File: src/rtl/z80_bus_arbiter_if.sv
// rtl/z80_bus_arbiter_if.sv - CPU, DMA and memory port bundle for the tv80s bus arbiter
interface z80_bus_arbiter_if;
  logic [15:0] cpu_a;
  logic [7:0]  cpu_do;
  logic        cpu_mreq_n;
  logic        cpu_wr_n;
  logic        cpu_busak_n;
  logic        cpu_busrq_n;

  logic        dma_req;
  logic [15:0] dma_a;
  logic [7:0]  dma_do;
  logic        dma_wr;
  logic        dma_gnt;
  logic        dma_expired;

  logic [15:0] mem_a;
  logic [7:0]  mem_do;
  logic        mem_we;

  modport master (
    input  cpu_a, cpu_do, cpu_mreq_n, cpu_wr_n, cpu_busak_n,
    input  dma_req, dma_a, dma_do, dma_wr,
    output cpu_busrq_n, dma_gnt, dma_expired,
    output mem_a, mem_do, mem_we
  );

  modport slave (
    output cpu_a, cpu_do, cpu_mreq_n, cpu_wr_n, cpu_busak_n,
    output dma_req, dma_a, dma_do, dma_wr,
    input  cpu_busrq_n, dma_gnt, dma_expired,
    input  mem_a, mem_do, mem_we
  );
endinterface

File: src/rtl/z80_bus_arbiter.sv
// rtl/z80_bus_arbiter.sv - BUSRQ/BUSAK arbiter sharing tv80s memory with one DMA requester
// DMA tenure is capped at HOLD_MAX cycles and followed by MIN_CPU forced CPU cycles.
module z80_bus_arbiter #(
  parameter int HOLD_MAX = 16,
  parameter int MIN_CPU  = 4
) (
  input logic               clk,
  input logic               reset_n,
  z80_bus_arbiter_if.master bus
);

  localparam logic [7:0] HOLD_LIM  = 8'(HOLD_MAX);
  localparam logic [7:0] COOL_INIT = 8'(MIN_CPU);

  typedef enum logic [2:0] {
    ST_IDLE,
    ST_REQ,
    ST_GRANT,
    ST_RELEASE,
    ST_COOL
  } state_t;

  state_t     state_q, state_d;
  logic       busrq_n_q, busrq_n_d;
  logic       gnt_q, gnt_d;
  logic       exp_q, exp_d;
  logic [7:0] hold_q, hold_d;
  logic [7:0] cool_q, cool_d;

  always_ff @(posedge clk) begin
    if (!reset_n) begin
      state_q   <= ST_IDLE;
      busrq_n_q <= 1'b1;
      gnt_q     <= 1'b0;
      exp_q     <= 1'b0;
      hold_q    <= 8'd0;
      cool_q    <= 8'd0;
    end else begin
      state_q   <= state_d;
      busrq_n_q <= busrq_n_d;
      gnt_q     <= gnt_d;
      exp_q     <= exp_d;
      hold_q    <= hold_d;
      cool_q    <= cool_d;
    end
  end

  always_comb begin
    state_d   = state_q;
    busrq_n_d = busrq_n_q;
    gnt_d     = gnt_q;
    exp_d     = 1'b0;
    hold_d    = hold_q;
    cool_d    = cool_q;
    unique case (state_q)
      ST_IDLE: begin
        if (bus.dma_req) begin
          state_d   = ST_REQ;
          busrq_n_d = 1'b0;
        end
      end
      ST_REQ: begin
        // A request withdrawn in the same cycle BUSAK arrives is an abort, not a grant.
        if (!bus.dma_req) begin
          state_d   = ST_RELEASE;
          busrq_n_d = 1'b1;
        end else if (!bus.cpu_busak_n) begin
          state_d = ST_GRANT;
          gnt_d   = 1'b1;
          hold_d  = 8'd1;
        end
      end
      ST_GRANT: begin
        if (!bus.dma_req || hold_q == HOLD_LIM) begin
          state_d   = ST_RELEASE;
          gnt_d     = 1'b0;
          busrq_n_d = 1'b1;
          exp_d     = bus.dma_req;
        end else begin
          hold_d = hold_q + 8'd1;
        end
      end
      ST_RELEASE: begin
        if (bus.cpu_busak_n) begin
          if (COOL_INIT == 8'd0) begin
            state_d = ST_IDLE;
          end else begin
            state_d = ST_COOL;
            cool_d  = COOL_INIT;
          end
        end
      end
      ST_COOL: begin
        cool_d = cool_q - 8'd1;
        if (cool_q <= 8'd1) begin
          state_d = ST_IDLE;
        end
      end
      default: begin
        state_d = ST_IDLE;
      end
    endcase
  end

  assign bus.cpu_busrq_n = busrq_n_q;
  assign bus.dma_gnt     = gnt_q;
  assign bus.dma_expired = exp_q;

  // CPU strobes pass straight through whenever the DMA does not own memory.
  always_comb begin
    if (gnt_q) begin
      bus.mem_a  = bus.dma_a;
      bus.mem_do = bus.dma_do;
      bus.mem_we = bus.dma_wr;
    end else begin
      bus.mem_a  = bus.cpu_a;
      bus.mem_do = bus.cpu_do;
      bus.mem_we = ~bus.cpu_wr_n & ~bus.cpu_mreq_n;
    end
  end

endmodule

File: src/flat_wrapper.sv
// flat-port wrapper written by rule: the top's interface ports become plain ports
module z80_bus_arbiter_flat 
#(
  parameter int HOLD_MAX = 16,
  parameter int MIN_CPU  = 4
)
  (clk, reset_n, bus_cpu_a, bus_cpu_do, bus_cpu_mreq_n, bus_cpu_wr_n, bus_cpu_busak_n, bus_dma_req, bus_dma_a, bus_dma_do, bus_dma_wr, bus_cpu_busrq_n, bus_dma_gnt, bus_dma_expired, bus_mem_a, bus_mem_do, bus_mem_we);
  z80_bus_arbiter_if bus_i ();
  input logic clk;
  input logic reset_n;
  input wire logic [$bits(bus_i.cpu_a)-1:0] bus_cpu_a;
  input wire logic [$bits(bus_i.cpu_do)-1:0] bus_cpu_do;
  input wire logic [$bits(bus_i.cpu_mreq_n)-1:0] bus_cpu_mreq_n;
  input wire logic [$bits(bus_i.cpu_wr_n)-1:0] bus_cpu_wr_n;
  input wire logic [$bits(bus_i.cpu_busak_n)-1:0] bus_cpu_busak_n;
  input wire logic [$bits(bus_i.dma_req)-1:0] bus_dma_req;
  input wire logic [$bits(bus_i.dma_a)-1:0] bus_dma_a;
  input wire logic [$bits(bus_i.dma_do)-1:0] bus_dma_do;
  input wire logic [$bits(bus_i.dma_wr)-1:0] bus_dma_wr;
  output wire logic [$bits(bus_i.cpu_busrq_n)-1:0] bus_cpu_busrq_n;
  output wire logic [$bits(bus_i.dma_gnt)-1:0] bus_dma_gnt;
  output wire logic [$bits(bus_i.dma_expired)-1:0] bus_dma_expired;
  output wire logic [$bits(bus_i.mem_a)-1:0] bus_mem_a;
  output wire logic [$bits(bus_i.mem_do)-1:0] bus_mem_do;
  output wire logic [$bits(bus_i.mem_we)-1:0] bus_mem_we;
  assign bus_i.cpu_a = bus_cpu_a;
  assign bus_i.cpu_do = bus_cpu_do;
  assign bus_i.cpu_mreq_n = bus_cpu_mreq_n;
  assign bus_i.cpu_wr_n = bus_cpu_wr_n;
  assign bus_i.cpu_busak_n = bus_cpu_busak_n;
  assign bus_i.dma_req = bus_dma_req;
  assign bus_i.dma_a = bus_dma_a;
  assign bus_i.dma_do = bus_dma_do;
  assign bus_i.dma_wr = bus_dma_wr;
  assign bus_cpu_busrq_n = bus_i.cpu_busrq_n;
  assign bus_dma_gnt = bus_i.dma_gnt;
  assign bus_dma_expired = bus_i.dma_expired;
  assign bus_mem_a = bus_i.mem_a;
  assign bus_mem_do = bus_i.mem_do;
  assign bus_mem_we = bus_i.mem_we;
  z80_bus_arbiter #(.HOLD_MAX(HOLD_MAX), .MIN_CPU(MIN_CPU)) u_core (.clk(clk), .reset_n(reset_n), .bus(bus_i));
endmodule
File: config.mk
export PLATFORM = sky130hd
export DESIGN_NAME = z80_bus_arbiter_flat
export DESIGN_NICKNAME = d
export VERILOG_FILES = /design/src/rtl/z80_bus_arbiter_if.sv /design/src/rtl/z80_bus_arbiter.sv /design/src/flat_wrapper.sv
export SDC_FILE = /design/constraint.sdc
export NUM_CORES = 1
export LEC_CHECK = 0
export ABC_AREA = 1
export BUFFER_PORTS_ARGS = -buffer_cell sky130_fd_sc_hd__buf_2
export CELL_PAD_IN_SITES_DETAIL_PLACEMENT = 1
export CELL_PAD_IN_SITES_GLOBAL_PLACEMENT = 1
export CORE_MARGIN = 1.5
export CORE_UTILIZATION = 32
export CTS_BUF_LIST = sky130_fd_sc_hd__clkbuf_2 sky130_fd_sc_hd__clkbuf_4 sky130_fd_sc_hd__clkbuf_8
export CTS_CLUSTER_DIAMETER = 60
export DETAILED_ROUTE_END_ITERATION = 8
export GPL_TIMING_DRIVEN = 0
export PLACE_DENSITY_LB_ADDON = 0.1
export SETUP_SLACK_MARGIN = 0.5
export SLEW_MARGIN = 5
export SYNTH_ARGS = -nofsm -noshare
export SYNTH_HDL_FRONTEND = slang
export SYNTH_SLANG_ARGS = --single-unit
File: constraint.sdc
create_clock -name clk -period 2.6 [get_ports clk]
set_input_delay 0.13 -clock clk [delete_from_list [all_inputs] [get_ports clk]]
set_output_delay 0.13 -clock clk [all_outputs]
set_load 0.05 [all_outputs]
==> run_results.csv <==
group,metric,value,unit
clock_network,htree_levels,1,
setup_path,required,2470,ps
clock_network,cts.sinks,22,
setup_path,start_kind,"flop",
finish,diodes,0,
power_and_ir_drop,p_leak,1.12,nW
placement,dp_slack,959,ps
setup_path,worst_setup_path_end_kind,"output pin",
route,drt_wl_total,4600,microns
placement,dp_hpwl,3820,microns
power_and_ir_drop,peakVddDrop,0.319,mV
global_routing,grt_overflow,0,
synthesis,synth_cell_types,33,
sta,worst_slew_pin_slew,536,ps
sta,max_freq,526,MHz
global_routing,grt_pass1_wl,7320,microns
finish,area_growth_syn_to_layout,34.4,%
synthesis,syn_inst,252,
sta,maxSlewHeadroom,64.3,%
floorplan,die_y,72.6,microns
synthesis,synth_area_leader_cell,"dfxtp_1",
floorplan,initial_core_util,33.0,%
sta,setup_tns,0,ps
clock_network,numCtsBuffers,3,
setup_path,path_max_fanout,10,
synthesis,ys.warnings.count,0,
clock_network,holdBufCountCts,0,
global_routing,grt_max_degree,13,
min_path,hold_path.class,"in2reg",
synthesis,synth_top_area_share,28.4,%
sta,period_minus_slack,1900,ps
clock_network,cts_resized,0,
clock_network,cts_tree,"built",
route,ant_nets,0,
status,status,"complete, no violations",
placement,gp_congestion,0.763,
route,vias,1851,
route,drc,0,
synthesis,avgSynthCellArea,6.15,sq um
floorplan,chipWidth,72.6,microns
finish,drive_gt1_share,32.0,%
floorplan,rows,25,
floorplan,die-area,5270,sq um
route,drt_pass1_iterations,4,
route,via_per_inst,4.72,
synthesis,yosysSeqAreaShare,28.4,%
sta,skew,5.99,ps
synthesis,async_flop_share,0,%
synthesis,synth_fp_nets,311,
route,drtIter0Drc,37,
clock_network,cts_buffer_depth,2,
floorplan,pin_count,83,
flow_run,cap_viol_max_count,0,
global_routing,grt_pass1_vias,1669,
floorplan,core,4690,sq um
global_routing,grtUsageTotal,17.1,%
sta,hold_viol,0,
sta,finalMaxSlewViolations,0,
sta,period_share,73.1,%
setup_path,arrival,1770,ps
sta,finalWorstSetupSlack,701,ps
sta,grt_setup_unrepaired,"no",
clock_network,cts_setup_buffers,0,
global_routing,antenna_found_initial,0,
clock_network,clkSlewWorstSetupHoldPaths,80,ps
synthesis,synth_area,1550,sq um
finish,nets,398,
setup_path,critical_path_class,"reg2out",
route,wl_per_cell,11.7,microns
clock_network,clock_latency,260,ps
synthesis,synth-edff-count,0,
clock_network,cts-root-buf,"clkbuf_8",
synthesis,synth_area_leaders,"dfxtp_1 28%, nand2_1 24%, nor2_1 5.3%",
sta,setup_viol,0,
synthesis,synth_ff_type,"dfxtp_1",
synthesis,synth_seq_cells,22,
power_and_ir_drop,cellPowerDensity,695,nW/um^2
placement,port_buffers,82,
[cell type report]
| cell class | count | area (sq um) |
|---|---|---|
| Fill cell | 679 | 2610 |
| Timing Repair Buffer | 82 | 410 |
| Clock buffer | 4 | 55.1 |
| Tap cell | 54 | 67.6 |
| Inverter | 28 | 105 |
| Sequential cell | 22 | 440 |
| Buffer | 7 | 37.5 |
| Multi-Input combinational cell | 195 | 967 |
[worst max-delay path, stage by stage (launching register included)]
cell and delay (ps):
dfxtp_1 330, clkbuf_1 310, buf_1 400, nand2_1 110
nand2_1 90, buf_2 270
[synth_stat cells (2+ instances only)]
library cell	number
nor3_1	2
clkbuf_1	5
inv_2	7
nand3_2	2
inv_1	21
ha_1	4
a21oi_1	16
nor2_1	22
nor3b_1	2
nand3_1	16
nor2_2	2
nand2_1	99
o21ai_0	3
nand4_1	5
nand3_4	2
nand2_4	3
a211oi_1	3
dfxtp_1	22
or2_1	2
[path summary, 6_finish.rpt]
check	startpoint	to	slack, ps	cells after the start
worst min-delay path	reset_n	u_core.bus.cpu_busrq_n$_SDFFE_PN1P_	140	2
worst max register to register	u_core.cool_q[0]$_SDFFE_PN0P_	u_core.cool_q[6]$_SDFFE_PN0P_	1090	7
worst min register to register	u_core.bus.cpu_busrq_n$_SDFFE_PN1P_	u_core.bus.cpu_busrq_n$_SDFFE_PN1P_	460	2
worst max-delay path	u_core.bus.dma_gnt$_SDFFE_PN0P_	bus_mem_do[6]	700	5
[through the flow]
step	instances	util (%)	total power [mW]	hold slack (ps)	instance area, sq um
4_1_cts	392	44.4	1.47	137	2080
3_3_place_gp	388	43.2	1.20	415	2030
2_1_floorplan	252	-	1.02	215	1550
6_report	392	44.4	1.45	136	2080
3_5_place_dp	388	43.2	1.21	419	2030
5_1_grt	392	44.4	1.57	133	2080
[layer usage]
layer | wire (microns) | track usage (%) | vias up | share of wire (%)
met5 | 0 | 0 | - | 0
met4 | 19 | 2.52 | 0 | 0.41
met3 | 108 | 3.31 | 2 | 2.3
met2 | 2460 | 31.9 | 25 | 54
met1 | 2010 | 20.4 | 854 | 44
li1 | - | - | 970 | -
[state kept, by name, indices dropped and copies added, names as in the netlist]
name	count
u_core.state_q	3
u_core.bus.dma_expired	1
u_core.hold_q	8
u_core.bus.cpu_busrq_n	1
u_core.bus.dma_gnt	1
u_core.cool_q	8
[power by group]
part	switching, mW	total [mW]	internal (mW)
registers	0.0476	0.422	0.374
logic	0.547	0.776	0.230
clock network	0.115	0.250	0.135
[layout by cell type (no fill, tap or decap)]
master / synthesis / routed
nand3_2: 2 / 2
ha_1: 4 / 4
nor2_2: 2 / 2
o21ai_1: 1 / 1
buf_1: 1 / 1
or2_1: 2 / 2
o21ai_2: 1 / 1
a21oi_1: 16 / 16
o31ai_1: 1 / 1
xnor2_1: 1 / 1
dfxtp_1: 22 / 22
nand4_1: 5 / 5
nor2_4: 1 / 1
nand2_1: 99 / 99
clkbuf_1: 5 / 5
clkbuf_8: 0 / 4
nand2_2: 1 / 1
nor3_1: 2 / 2
nand4_2: 1 / 1
nor3b_1: 2 / 2
a31oi_1: 1 / 1
inv_2: 7 / 7
nand3_1: 16 / 16
nor2_1: 22 / 22
a211oi_1: 3 / 3
nand3_4: 2 / 2
a21oi_2: 1 / 1
o21ai_0: 3 / 3
o211ai_1: 1 / 1
inv_1: 21 / 21
nand2_4: 3 / 3
o22ai_1: 1 / 1
buf_2: 0 / 82
nor4_1: 1 / 1
buf_8: 1 / 1
[cell families after synthesis]
logic type	Yosys count	share of synthesized area [%]
buffers and inverters	35	9.20
xor gates and xnor gates	1	0.565
adders and majority gates	4	3.23
and+or+nand+nor	161	47.8
DFF	22	28.4
AOI/OAI and AO/OA	29	10.8
Power figures use the tool's default switching activity.
